### src/rtl/prio_mem_pkg.sv
// Shared types and helpers for the priority-arbitrated scratch memory.
package prio_mem_pkg;

  typedef enum logic {
    CLEAR = 1'b0,
    RUN   = 1'b1
  } state_t;

  // A single requester still needs a 1-bit channel index on the response.
  function automatic int ch_w(input int nch);
    return (nch <= 1) ? 1 : $clog2(nch);
  endfunction

  function automatic int depth_of(input int addr_w);
    return 1 << addr_w;
  endfunction

endpackage

### src/rtl/prio_arb.sv
// Fixed-priority arbiter: the lowest-index active request wins while en is high.
module prio_arb
  import prio_mem_pkg::*;
#(
  parameter  int NCH  = 3,
  localparam int CH_W = ch_w(NCH)
) (
  input  logic [NCH-1:0]  req,
  input  logic            en,
  output logic [NCH-1:0]  gnt,
  output logic [CH_W-1:0] gnt_idx
);

  logic found;

  always_comb begin
    gnt     = '0;
    gnt_idx = '0;
    found   = 1'b0;
    for (int i = 0; i < NCH; i++) begin
      if (en && req[i] && !found) begin
        gnt[i]  = 1'b1;
        gnt_idx = CH_W'(i);
        found   = 1'b1;
      end
    end
  end

endmodule

### src/rtl/prio_mem_ctrl.sv
// Single-port scratch memory shared by NCH fixed-priority requesters, with a
// zeroing sweep after reset and on clr_req.
//   state | meaning
//   CLEAR | sweep writes zero to mem[cnt], all requesters held off, busy=1
//   RUN   | one granted transfer per cycle, channel 0 highest priority
module prio_mem_ctrl
  import prio_mem_pkg::*;
#(
  parameter  int DATA_W     = 4,
  parameter  int ADDR_W     = 10,
  parameter  int NCH        = 3,
  parameter  int INIT_CLEAR = 1,
  localparam int CH_W       = ch_w(NCH)
) (
  input  logic                  clk,
  input  logic                  rst_n,
  input  logic [NCH-1:0]        req_valid,
  output logic [NCH-1:0]        req_ready,
  input  logic [NCH-1:0]        req_we,
  input  logic [NCH*ADDR_W-1:0] req_addr,
  input  logic [NCH*DATA_W-1:0] req_wdata,
  input  logic                  clr_req,
  output logic                  rsp_valid,
  output logic [CH_W-1:0]       rsp_ch,
  output logic [DATA_W-1:0]     rsp_data,
  output logic                  busy
);

  localparam int DEPTH = depth_of(ADDR_W);

  state_t              state, state_nxt;
  logic [ADDR_W-1:0]   cnt, cnt_nxt;
  logic [DATA_W-1:0]   mem [DEPTH];

  logic                arb_en;
  logic [NCH-1:0]      gnt;
  logic [CH_W-1:0]     gnt_idx;
  logic                xfer;
  logic                sel_we;
  logic [ADDR_W-1:0]   sel_addr;
  logic [DATA_W-1:0]   sel_wdata;

  // clr_req wins over any request in the cycle it is seen.
  assign arb_en = (state == RUN) && !clr_req;

  prio_arb #(.NCH(NCH)) u_arb (
    .req     (req_valid),
    .en      (arb_en),
    .gnt     (gnt),
    .gnt_idx (gnt_idx)
  );

  assign req_ready = gnt;
  assign xfer      = |gnt;
  assign busy      = (state == CLEAR);

  always_comb begin
    sel_we    = 1'b0;
    sel_addr  = '0;
    sel_wdata = '0;
    for (int i = 0; i < NCH; i++) begin
      if (gnt[i]) begin
        sel_we    = req_we[i];
        sel_addr  = req_addr[i*ADDR_W +: ADDR_W];
        sel_wdata = req_wdata[i*DATA_W +: DATA_W];
      end
    end
  end

  always_comb begin
    state_nxt = state;
    cnt_nxt   = cnt;
    case (state)
      CLEAR: begin
        cnt_nxt = cnt + 1'b1;
        if (&cnt) state_nxt = RUN;
      end
      RUN: begin
        if (clr_req) begin
          state_nxt = CLEAR;
          cnt_nxt   = '0;
        end
      end
      default: state_nxt = RUN;
    endcase
  end

  always_ff @(posedge clk or negedge rst_n) begin
    if (!rst_n) begin
      state <= (INIT_CLEAR != 0) ? CLEAR : RUN;
      cnt   <= '0;
    end else begin
      state <= state_nxt;
      cnt   <= cnt_nxt;
    end
  end

  always_ff @(posedge clk) begin
    if (state == CLEAR)
      mem[cnt] <= '0;
    else if (xfer && sel_we)
      mem[sel_addr] <= sel_wdata;
  end

  always_ff @(posedge clk or negedge rst_n) begin
    if (!rst_n) begin
      rsp_valid <= 1'b0;
      rsp_ch    <= '0;
      rsp_data  <= '0;
    end else begin
      rsp_valid <= xfer && !sel_we;
      if (xfer && !sel_we) begin
        rsp_data <= mem[sel_addr];
        rsp_ch   <= gnt_idx;
      end
    end
  end

endmodule
### config.mk
export PLATFORM = sky130hd
export DESIGN_NAME = prio_mem_ctrl
export DESIGN_NICKNAME = d
export VERILOG_FILES = /design/src/rtl/prio_mem_pkg.sv /design/src/rtl/prio_arb.sv /design/src/rtl/prio_mem_ctrl.sv
export SDC_FILE = /design/constraint.sdc
export NUM_CORES = 2
export LEC_CHECK = 0
export ABC_AREA = 1
export CORE_UTILIZATION = 45
export CTS_BUF_LIST = sky130_fd_sc_hd__clkbuf_4
export DETAILED_ROUTE_END_ITERATION = 7
export SLEW_MARGIN = 20
export SYNTH_ARGS = -nofsm -noshare
export SYNTH_HDL_FRONTEND = slang
export SYNTH_SLANG_ARGS = --single-unit
### constraint.sdc
create_clock -name clk -period 102.9 [get_ports clk]
set_input_delay 20.58 -clock clk [delete_from_list [all_inputs] [get_ports clk]]
set_output_delay 20.58 -clock clk [all_outputs]
set_load 0.02 [all_outputs]
After elaboration in Yosys (flattened, before gate mapping). Memories as Yosys holds them, arrays and structs flattened. A register that Yosys moved wholly into a read port is not among the register bits. Cells that the tools add are included.

Equality and inequality tests: 1. Bitwise logic cells: 1. Add/subtract/negate cells: 1. Multiplexer cells: 27. Reduce and logical (&&, ||, !) cells: 16.

Operators by type and width (count): two-way mux 10 bit (5); case mux 10 bit (2 select lines) (1); two-way mux 4 bit (4); two-way mux 1 bit (15); adder 10 x 1 -> 10 bit, second input constant (1); AND reduction 10 bit (1); logical AND 1 bit (8); zero test 1 bit (5); OR reduction 4 bit (1); OR reduction 3 bit (1); two-way mux 2 bit (1); inequality test 2 bit, second input constant (1); case mux 1 bit (2 select lines) (1); NOT 1 bit (1).

Memories kept: 1. RAM bits: 4096. Output and inout port bits: 11. Flip-flop bits (word level): 14. Word-level logic and storage cells: 51.

Memory list: mem (words 1024, width 4, rd ports 1, clocked after Yosys merged registers in 1, write ports 1, line prio_mem_ctrl.sv:33) `logic [DATA_W-1:0] mem [DEPTH];`.

Depth between registers and ports, before layout.
Depth in word-level cells: 17. Mapped depth: 22. Depth with buffers taken out: 19.

By module. From an unflattened synthesis, not the netlist that was laid out.

Cell total of the unflattened synthesis: 14823. Area total of the unflattened synthesis: 170937.7 um^2.

Modules (own cells, without submodules): prio_mem_ctrl (times used 1, area each 170891.4 um^2, cells each 14813); prio_arb (times used 1, area each 46.3 um^2, cells each 10).

Worst setup path before layout. No wires, ideal clock.

Path type: input-to-reg. Start: input clr_req. End: memory mem[0][0] (data pin). Path buffers: 1. Data arrival time: 51.794 ns. Setup slack: 44.803 ns. Stages on the path: 6. Data required time: 96.596 ns. Cells stage by stage: inv_1 -> nand2_1 -> nor2_1 -> buf_2 -> nand2_1 -> a31oi_1.

Cells in the longest elaborated chain, start to end: 17. Elaborated cells between the ends (all ways): 26.

Ends and longest elaborated chain: start, declared (line prio_mem_ctrl.sv:22) `input logic clr_req,`; zero test 1 bit * (line prio_mem_ctrl.sv:44) `assign arb_en = (state == RUN) && !clr_req;`; logical AND 1 bit * (line prio_mem_ctrl.sv:44); logical AND 1 bit * (line prio_arb.sv:21) `if (en && req[i] && !found) begin`; two-way mux 1 bit * (line prio_arb.sv:21); named net req_ready[0] (line prio_mem_ctrl.sv:18) `output logic [NCH-1:0] req_ready,`; zero test 1 bit (line prio_arb.sv:21); logical AND 1 bit (line prio_arb.sv:21); two-way mux 1 bit (line prio_arb.sv:21); [2 not listed]; two-way mux 1 bit (line prio_arb.sv:21); OR reduction 3 bit or two-way mux 1 bit (tied branches) (line prio_mem_ctrl.sv:54, prio_mem_ctrl.sv:62); logical AND 1 bit (line prio_mem_ctrl.sv:101) `else if (xfer && sel_we)`; two-way mux 1 bit (line prio_mem_ctrl.sv:101); two-way mux 1 bit (line prio_mem_ctrl.sv:99) `if (state == CLEAR)`; two-way mux 1 bit (implied by the code) (line prio_mem_ctrl.sv:102) `mem[sel_addr] <= sel_wdata;`; OR reduction 4 bit (no line); two-way mux 4 bit (no line) *; end, declared (line prio_mem_ctrl.sv:33).

Mark *: on every way through the listed nets, which the timed path passes. The rest lies on a longest branch.

Worst setup path after layout.
Start: input clr_req. End: output req_ready[2].

Cells in the longest elaborated chain, start to end: 10. Elaborated cells between the ends (all ways): 12.

Ends and longest elaborated chain (line): zero test 1 bit * (prio_mem_ctrl.sv:44); logical AND 1 bit * (prio_mem_ctrl.sv:44); logical AND 1 bit (prio_arb.sv:21); two-way mux 1 bit (prio_arb.sv:21); zero test 1 bit (prio_arb.sv:21); logical AND 1 bit (prio_arb.sv:21); two-way mux 1 bit (prio_arb.sv:21); zero test 1 bit (prio_arb.sv:21); logical AND 1 bit * (prio_arb.sv:21); two-way mux 1 bit * (prio_arb.sv:21); end, declared (prio_mem_ctrl.sv:18).

Every way passes the cells marked *; elsewhere a longest branch is shown, timed or not.

==> results.toml <==
[global_route]
gr-total-overflow = 0
grt_util_all_layers_pct = 26.00
grt_pass1_wl_um = 731600
grt_antenna_before_repair = 29
maximum_number_of_pins_on_one_net_before_global_route_repair = 201
via_count_of_the_first_global_routing_pass = 115343

[finish]
syn_to_final_growth_pct = 10.42
multiInputGateArea_mm2 = 0.04194
finalNetCount = 15157
final-seq-area_mm2 = 0.1234
number_of_standard_cells_in_the_final_layout_excluding_fillers = 20742
filler_cell_count = 33738
final_layout_size_suffix_gt1_share_pct = 12.50
stdcell_area_mm2 = 0.1878

[sta]
layout_min_cycle_time_ps = 43170
setup_viol_count_final = 0
tightestPinTransition_ps = 1170
fmax_mhz = 23.17
slew_limit_headroom_pct = 21.97
report.final.slew_viol_count = 0
final_hold_viol_count = 0
totalNegativeSetupSlack_ps = 0
final_worst_path_cycle_share_pct = 41.95
rsz_0062_raised_after_global_routing = "false"
worst_clock_skew_ps = 126.5
final_critical_path_setup_slack_ps = 59730

[place]
dpl.cell_count = 18959
detailed_placement_wirelength_estimate_um = 260900
place_ws_ps = 59750
placed_cell_area_mm2 = 0.1747
io_buffer_count = 61
globalplace.congestion = 0.8369

[critical_path]
crit_path_start_kind = "input pin"
r2r_start = "state"
worstPathCellList = "clkdlybuf4s50_1 > inv_1 > nand2_1 > nor2_1 > nand2_2 > inv_2 > clkdlybuf4s50_1"
crit-reg2reg-capture = "rsp_data[3]"
critical_path_peak_fanout = 14
cp.arrival_ps = 22590
critPathMostFrequentCell = "sky130_fd_sc_hd__clkdlybuf4s50_1"
crit_slowest_cell = "sky130_fd_sc_hd__clkdlybuf4s50_1"
classification_of_the_worst_setup_path = "input pin to primary output"
reg2regPathDepth = 22
r2r_setup_slack_ps = 94840
timing.critical_path.required_ps = 82320
worst_path_largest_cell_delay_ps = 650
setup.worst_path.end_class = "primary output"

[run_status]
outcome = "finished, final reports clean"

[clocking]
cts.root.buffer_cell = "sky130_fd_sc_hd__clkbuf_4"
cts.reportedPaths.clkPinSlew_ps = 60
cts_buffers = 1137
htreeDepth = 7
cts.sink_count = 4114
max-clock-path-buffers = 5
cts_hold_repair.buffers = 0
cts_tree = "built"
worstSkewPairLatency_ps = 1650
cts_resized = 0
cts.repair_timing.setup_buffer_count = 0

[drt]
wire_per_inst_um = 23.96
drc = 0
drtAntennaViolNets = 0
drt-pass1-iter-count = 6
detail_route.iter0.violations = 12939
post_drt_via_cell_ratio = 5.673
wl_um = 497100
vias = 117678

[floorplan]
initial_utilization_pct = 45.27
die_h_um = 616.9
die-width_um = 616.9
floorplan.die_area_mm2 = 0.3805
boundaryPins = 62
core-area_mm2 = 0.3758
num_rows = 225

[flow_run]
timing.max_cap.violations = 0

[logic_synthesis]
syn_nets = 14876
synth.distinct_cells = 30
post_synth_inst_count = 14824
synth.top_cells.by_area = "sky130_fd_sc_hd__edfxtp_1, sky130_fd_sc_hd__nand3_1, sky130_fd_sc_hd__nand2_1"
ys_async_sr_fraction_pct = 0.4375
synth.yosys.seq_area_share_pct = 72.56
synthFlopType = "sky130_fd_sc_hd__edfxtp_1"
yosys_warnings = 0
yosys.area.top_type = "sky130_fd_sc_hd__edfxtp_1"
synth_edf_count = 4096
synth.avg_cell_area_um2 = 11.48
synth.cells.most_frequent = "sky130_fd_sc_hd__nand3_1, sky130_fd_sc_hd__edfxtp_1, sky130_fd_sc_hd__nand2_1"
synth.ff_latch_count = 4114
synth_top_area_share_pct = 72.30
syn_area_mm2 = 0.1701
post-synth-top-count-cell = "sky130_fd_sc_hd__nand3_1"

[power_and_ir_drop]
p_leak_nw = 67.53
worst_ir_drop_vdd_uv = 11.66
power-per-cell-area_mw_per_mm2 = 17.84

[min_path]
worstHoldStart = "rsp_data[2]"
whs_path_depth = 2
worstHoldEndpoint = "rsp_data[2]"
hold_path.class = "flip-flop to flip-flop"
-- worst max-delay path: cells and delay by family --
kind	cells	cell delay (ps)
and+or+nand+nor	3	530
buffers and inverters	4	1480
-- flip-flops by register name, indices dropped and copies added (netlist names) --
register	cells
mem	4096
cnt	10
rsp_data	4
rsp_ch	2
rsp_valid	1
state	1
-- final cells by class --
cell class,instances,share of cell area [%]
multi-input combinational,9465,22.33
inverter,86,0.1918
sequential,4114,65.72
clock buffer,1582,6.322
timing repair buffer,301,1.470
tap,4994,3.326
clock inverter,181,0.6194
antenna,19,0.02531
-- power by group --
group          leakage [nW]  internal [mW]  switching [mW]
Clock                  7.91          0.742           0.646
Combinational          16.0         0.0160           0.121
Sequential             43.6           1.82         0.00380
Total                  67.5           2.58           0.770
-- per-stage QoR --
| stage | hold slack, ps | power (mW) | utilization, % |
|---|---|---|---|
| finish | 482.3 | 3.351 | 49.98 |
| global route | 515.4 | 3.458 | 49.98 |
| CTS | 483.8 | 3.378 | 49.96 |
| detailed placement | 469.0 | 1.999 | 46.49 |
| global placement | 464.1 | 1.998 | 46.49 |
| floorplan | 462.4 | 1.906 | - |
-- how the worst max path moves through the flow --
stage | from | end
6_report | clr_req | req_ready[2]
5_1_grt | clr_req | req_ready[2]
4_1_cts | clr_req | req_ready[2]
3_5_place_dp | clr_req | req_ready[2]
3_3_place_gp | clr_req | req_ready[2]
2_1_floorplan | clr_req | mem[0][0]
-- layout by cell type, fill, tap and decap left out, drive strengths merged --
master         instances
clkdlybuf4s50         61
a32oi                  2
nand3b                 2
clkbuf              1582
clkinv               134
clkinvlp               1
edfxtp              4096
dfrtp                 18
a221o                  1
or2                    7
a21oi                  4
diode                 19
buf                  240
a31oi                  4
nand4                  3
nor3                  15
nand2               3693
ha                     1
bufinv                17
inv                  115
a22o                   8
o21ai                 18
nand3               4632
nor2                1073
o22ai                  2
-- cell families (layout without fill, tap and decap cells) --
group	Yosys count	in the layout	synth area share [%]
AOI/OAI and AO/OA	39	39	0.1486
adders and majority gates	1	1	0.007353
buffers and inverters	1245	2150	3.034
DFF	4114	4114	72.56
other	0	19	0
and+or+nand+nor	9425	9425	24.25
-- routing by layer --
layer | GRT usage [%] | routed length [µm]
met1 | 34.30 | 200200
met4 | 12.67 | 19500
met2 | 41.66 | 235900
met3 | 4.680 | 41510
met5 | 0 | 13
Note: power is estimated with default switching activity, not from simulation.
